--- src/rtl/pkg_delay_arbiter.sv ---
// Two-requester packet arbiter feeding a PkgDelay stage. Grants whole packets round-robin
// and applies delay configuration only between packets.
module pkg_delay_arbiter #(
  parameter int          DATA_W        = 512,
  parameter int          KEEP_W        = 64,
  parameter logic [31:0] DEFAULT_DELAY = 32'd0
) (
  input  logic              clock,
  input  logic              reset,
  input  logic              io_in0_valid,
  output logic              io_in0_ready,
  input  logic [DATA_W-1:0] io_in0_bits_data,
  input  logic [KEEP_W-1:0] io_in0_bits_keep,
  input  logic              io_in0_bits_last,
  input  logic              io_in1_valid,
  output logic              io_in1_ready,
  input  logic [DATA_W-1:0] io_in1_bits_data,
  input  logic [KEEP_W-1:0] io_in1_bits_keep,
  input  logic              io_in1_bits_last,
  output logic              io_out_valid,
  input  logic              io_out_ready,
  output logic [DATA_W-1:0] io_out_bits_data,
  output logic [KEEP_W-1:0] io_out_bits_keep,
  output logic              io_out_bits_last,
  input  logic              io_cfg_valid,
  input  logic [31:0]       io_cfg_delay,
  output logic [31:0]       io_delay_cycle,
  output logic              io_busy,
  output logic [1:0]        io_grant,
  output logic [31:0]       io_pkt_cnt0,
  output logic [31:0]       io_pkt_cnt1
);

  typedef enum logic [1:0] {IDLE, GRANT0, GRANT1} state_t;

  state_t      state;
  logic        last_gnt;   // 1: in1 was granted last, so in0 wins the next tie
  logic [31:0] pend_delay;
  logic        pend_vld;
  logic        done0, done1;

  assign done0 = (state == GRANT0) && io_in0_valid && io_out_ready && io_in0_bits_last;
  assign done1 = (state == GRANT1) && io_in1_valid && io_out_ready && io_in1_bits_last;

  always_comb begin
    io_out_valid     = 1'b0;
    io_out_bits_data = '0;
    io_out_bits_keep = '0;
    io_out_bits_last = 1'b0;
    io_in0_ready     = 1'b0;
    io_in1_ready     = 1'b0;
    io_grant         = 2'b00;
    io_busy          = 1'b0;
    case (state)
      GRANT0: begin
        io_out_valid     = io_in0_valid;
        io_out_bits_data = io_in0_bits_data;
        io_out_bits_keep = io_in0_bits_keep;
        io_out_bits_last = io_in0_bits_last;
        io_in0_ready     = io_out_ready;
        io_grant         = 2'b01;
        io_busy          = 1'b1;
      end
      GRANT1: begin
        io_out_valid     = io_in1_valid;
        io_out_bits_data = io_in1_bits_data;
        io_out_bits_keep = io_in1_bits_keep;
        io_out_bits_last = io_in1_bits_last;
        io_in1_ready     = io_out_ready;
        io_grant         = 2'b10;
        io_busy          = 1'b1;
      end
      default: ;
    endcase
  end

  always_ff @(posedge clock or negedge reset) begin
    if (!reset) begin
      state    <= IDLE;
      last_gnt <= 1'b1;
    end else begin
      case (state)
        IDLE: begin
          if (io_in0_valid && (!io_in1_valid || last_gnt)) state <= GRANT0;
          else if (io_in1_valid)                           state <= GRANT1;
        end
        GRANT0: if (done0) begin
          state    <= IDLE;
          last_gnt <= 1'b0;
        end
        GRANT1: if (done1) begin
          state    <= IDLE;
          last_gnt <= 1'b1;
        end
        default: state <= IDLE;
      endcase
    end
  end

  // A write in the same cycle as an apply stays pending, so it lands one IDLE edge later.
  always_ff @(posedge clock or negedge reset) begin
    if (!reset) begin
      io_delay_cycle <= DEFAULT_DELAY;
      pend_delay     <= '0;
      pend_vld       <= 1'b0;
    end else begin
      if ((state == IDLE) && pend_vld) io_delay_cycle <= pend_delay;
      if (io_cfg_valid) begin
        pend_delay <= io_cfg_delay;
        pend_vld   <= 1'b1;
      end else if (state == IDLE) begin
        pend_vld   <= 1'b0;
      end
    end
  end

  always_ff @(posedge clock or negedge reset) begin
    if (!reset) begin
      io_pkt_cnt0 <= '0;
      io_pkt_cnt1 <= '0;
    end else begin
      if (done0) io_pkt_cnt0 <= io_pkt_cnt0 + 32'd1;
      if (done1) io_pkt_cnt1 <= io_pkt_cnt1 + 32'd1;
    end
  end

endmodule
--- config.mk ---
export PLATFORM = sky130hd
export DESIGN_NAME = pkg_delay_arbiter
export DESIGN_NICKNAME = d
export VERILOG_FILES = /design/src/rtl/pkg_delay_arbiter.sv
export SDC_FILE = /design/constraint.sdc
export NUM_CORES = 1
export LEC_CHECK = 0
export BUFFER_PORTS_ARGS = -buffer_cell sky130_fd_sc_hd__buf_2
export CORE_AREA = 8 8 722 724
export DETAILED_ROUTE_END_ITERATION = 8
export DIE_AREA = 0 0 730 732
export PLACE_DENSITY_LB_ADDON = 0.2
export SLEW_MARGIN = 20
export SYNTH_ARGS = -nofsm -noshare
export SYNTH_HDL_FRONTEND = slang
export SYNTH_SLANG_ARGS = --single-unit
--- constraint.sdc ---
create_clock -name clock -period 2.3 [get_ports clock]
set_clock_uncertainty 0.15 [all_clocks]
set_input_delay 0.115 -clock clock [delete_from_list [all_inputs] [get_ports clock]]
set_output_delay 0.115 -clock clock [all_outputs]
set_load 0.02 [all_outputs]
**Word level (Yosys, flattened, before mapping)**

Index checks and enable logic that the tools add are counted.

- Add/sub/neg operators: 2
- Eq/ne operators: 5
- Muxes and demuxes: 18
- Reduce and logical (&&, ||, !) cells: 16

Operator list:

| operator | number |
|---|---|
| 512-bit one-hot mux with 2 select lines | 1 |
| 64-bit one-hot mux with 2 select lines | 1 |
| 32-bit by 1-bit adder with 32-bit output, second input constant | 2 |
| 1-bit logical AND | 8 |
| 2-bit 2-to-1 mux | 4 |
| 1-bit 2-to-1 mux | 7 |
| 1-bit one-hot mux with 2 select lines | 3 |
| 2-bit one-hot mux with 3 select lines | 1 |
| 3-bit AND reduction | 2 |
| 2-bit inequality test, second input constant | 2 |
| 2-bit one-hot mux with 2 select lines | 1 |
| 2-bit nonzero test | 2 |
| 3-bit inequality test, second input constant | 1 |
| 2-bit by 1-bit == test with 1-bit output, second input constant | 1 |
| 2-bit == test, second input constant | 1 |
| 2-bit zero test | 1 |
| 2-bit OR reduction | 1 |
| 1-bit zero test | 1 |
| 1-bit logical OR | 1 |

- Register bits: 132
- Bits of input ports: 1192
- Logic and storage cells: 48

**Logic depth before layout (Yosys ltp)**

- Depth after elaboration: 6
- Depth in mapped cells: 8
- Depth with buffers taken out: 6

**Least setup slack after synthesis**

No wires, ideal clock.

- Kind: reg-to-output
- Start point: register state[0]
- End point: output port io_out_bits_data[154]
- Arrival: 2109 ps
- Data required time: 2035 ps
- Setup slack: -74 ps
- Cell stages (with the launch flop): 9
- Path buffers: 4
- Cell sequence: dfrtp_1 inv_1 ha_1 clkbuf_1 clkbuf_1 clkbuf_1 clkbuf_1 a22oi_1 nor2b_1

- Word-level cells in the longest chain between the ends: 2
- Elaborated cells on any way between the ends: 3

RTL lines:

| what | line | source |
|---|---|---|
| start: declaration | 36 | `state_t state;` |
| start signal: assignment | 79 | `state <= IDLE;` |
| start signal: assignment | 84 | `if (io_in0_valid && (!io_in1_valid \|\| last_gnt)) state <= GRANT0;` |
| start signal: assignment | 85 | `else if (io_in1_valid) state <= GRANT1;` |
| 2-bit == test / 2-bit by 1-bit == test with 1-bit output (equally long branches) | 54 | `case (state)` |
| 512-bit one-hot mux with 2 select lines (*) | 54 |  |
| end: declaration | 22 | `output logic [DATA_W-1:0] io_out_bits_data,` |

Mark *: on every way between the ends. The rest lies on a longest branch, timed or not.

**Worst setup path in the final report**

- Start point: register state[0]
- End point: output port io_out_bits_data[367]

The elaborated chain is that of the path after synthesis.

==> results.ini <==
[sta]
grt_setup_unrepaired=true
setup_tns_ns=-252.09
fmax_mhz=336
fin_worst_hold_slack_ns=0.0361
hold_viol_final=0
slew_viol_final=0
max_slew_margin_pct=50.8
setup_viol=623
setup_slack_ns=-0.674
post-route-period-util_pct=129
finalCriticalPeriod_ns=2.97
worstMarginPinSlew_ns=0.739

[cells_and_area]
synthToLayoutAreaGrowth_pct=231
final_util_pct=9.28
drive_gt1_share_pct=75.0
final_nets=5222
fill_cells=59659
fin_area_mm2=0.0474

[pwr]
p_leak_nw=18.4
power.internal_mw=29.8
pwr-share-seq_pct=4.9
peakVddDrop_uv=659
power.total_mw=61.4
clockPowerShare_pct=4.5
switching_power_mw=31.6
p_per_area_mw_per_mm2=1300
combPwrFrac_pct=90.6
sw_frac_of_total_pct=51.4

[setup_path]
slowest_delay_ns=0.41
endpoint_kind=output pin
criticalPathCategory=register to output pin
slowest_stage=dfrtp_1
critPathBufInv=7
critical_path.most_common_cell=buf_16
required_ns=2.04
crit_family=buffers and inverters
critPathMaxFanout=8
reg2reg_slack_ns=-0.28
cp-start-kind=register
arrival_ns=2.71
crit_chain=buf_4 -> ha_4 -> buf_16 -> buf_16 -> buf_16 -> buf_16 -> buf_12 -> a22oi_2 -> nor2b_4 -> buf_6

[route]
wl_per_cell_um=38.0
via_per_inst=2.52
drt-pass1-iter-count=5
drc=0
vias=27486
first_iter_violations=1691
drtAntennaViolNets=0
wl_mm=415

[die]
initial_utilization_pct=2.80
core-area_mm2=0.510
die-area_mm2=0.534
die_h_um=732
dieWidth_um=730
rows=263
pin_count=1871

[run_status]
status=complete, but fails checks
violations=setup timing

[hold_path]
hp-class=input port to asynchronous set/reset pin

[clocking]
cts_tree=done
cts.sinks=132
cts_max_level=4
cts_buffers=17
worstSkewPairLatency_ns=0.50
root_buffer=clkbuf_16
clock_path_buffers=2
clk_pin_slew_ns=0.08

[synthesis]
ys_top_cells_by_count=579 x a22oi_1, 578 x nor2b_1, 194 x clkbuf_1
ys.flop_type=dfrtp_1
synth.area.top_cells=a22oi_1 30%, nor2b_1 25%, dfrtp_1 23%, mux2_2 5.1%, clkbuf_1 5.1%
synthCells=1790
synth_cell_types=35
synth_async_sr_flop_share_pct=100
netlist_area_mm2=0.0143
yosys_register_bits=132
ys_seq_area_share_pct=23.1
synth_top_area_cell=a22oi_1
synth_most_common_cell=a22oi_1
synth_edf_count=0
yosys_warnings=0
synth_nets=2989
syn_avg_cell_area_um2=8.00
synth_top_area_share_pct=30.4

[place]
gp_congestion=0.940
dpl_cell_area_mm2=0.0399
dp_hpwl_mm=378
port_buffers=1870

[global_route]
grt_max_degree=59
grtUsageTotal_pct=14.6
grt_antenna_before_repair=386
grt_pass1_vias=27291
grt_overflow_total=0
grt_first_pass_wirelength_mm=473

[run]
maxCapViolCount=0

[power groups by stage]
stage,sequential [mW],clock [mW],combinational (mW)
2_1_floorplan,3.42,0,14.1
3_3_place_gp,3.03,0,43.7
3_5_place_dp,3.04,0,43.6
4_1_cts,3.00,2.90,52.8
5_1_grt,3.05,2.96,58.7
6_report,2.99,2.76,55.7
[sequential cells by signal (all words and copies together) (netlist names)]
name	count
io_delay_cycle	32
io_pkt_cnt0	32
io_pkt_cnt1	32
pend_delay	32
state	2
last_gnt	1
pend_vld	1
[layout by cell type, fill, tap and decap left out, drive strengths merged, types with 4 or more instances in the layout]
cell	count
diode	135
dlygate4sd3	33
buf	2367
nor4	18
ha	7
clkinvlp	4
and2	7
inv	15
nor2	15
nand3	18
nor2b	578
clkbuf	38
nand4	22
nand2	30
and3	5
nor3	7
and4	10
a22oi	579
dfrtp	131
xor2	28
xnor2	34
clkinv	6
mux2	65
[metrics by stage]
| step | setup WS, ns | instances |
|---|---|---|
| floorplan | 0.00244 | 1790 |
| detailed placement | -0.476 | 10577 |
| finish | -0.674 | 10928 |
| global placement | -0.950 | 10569 |
| global route | -0.682 | 10850 |
| CTS | -0.697 | 10736 |
[layer usage]
metal | global-route usage (%) | part of all wire [%]
met1 | 17.8 | 41
met2 | 21.9 | 42
met3 | 9.25 | 14
met4 | 2.62 | 2.6
met5 | 0 | 0.20
[worst register-to-register path, cell delays in order, from the launching register on]
cell	delay [ns]
dfrtp_1	0.43
inv_2	0.11
ha_4	0.20
buf_4	0.14
buf_12	0.11
nand4_4	0.14
or4_1	0.75
buf_4	0.23
nor2_1	0.12
xnor2_1	0.13
[area by class of cell]
cell class | count | area (um^2) | share of cell area (%)
well taps | 6757 | 8450 | 17.9
diodes | 135 | 338 | 0.713
flip-flops and latches | 132 | 3300 | 6.98
inverters | 11 | 41.3 | 0.0872
repair buffers | 2423 | 21800 | 45.9
multi-input cells | 1438 | 12900 | 27.3
clock buffers | 18 | 439 | 0.927
clock inverters | 14 | 103 | 0.217
[what timing repair did]
action	in CTS	in global routing
hold endpoints to repair	163	0
pin swaps	15	19
setup endpoints to repair	615	628
buffers inserted	61	55
cloned	37	22
resized for setup	454	552
hold buffers	34	0
[cell families (layout without fill, tap and decap cells)]
kind of cell / Yosys count / after routing / share of synthesized area, %
buffers and inverters: 220 / 2466 / 5.79
XOR/XNOR: 62 / 62 / 3.79
other: 0 / 135 / 0
AO/OA/AOI/OAI: 585 / 585 / 30.7
adder cells (fa/ha/maj): 7 / 7 / 0.612
multiplexers: 65 / 65 / 5.11
flip-flops: 132 / 132 / 23.1
AND/OR/NAND/NOR: 719 / 719 / 30.9
[worst paths after layout]
path,to,start,cells after the start
hold / removal,io_pkt_cnt0[15],reset,3
setup / recovery,io_out_bits_data[367],state[0],10
max in group asynchronous,pend_delay[30],reset,3
setup reg to reg,io_pkt_cnt0[19],state[1],9
min in group clock,pend_vld,io_cfg_valid,3
hold reg to reg,io_pkt_cnt1[31],io_pkt_cnt1[31],1
Note: power is estimated with default switching activity, not from simulation.
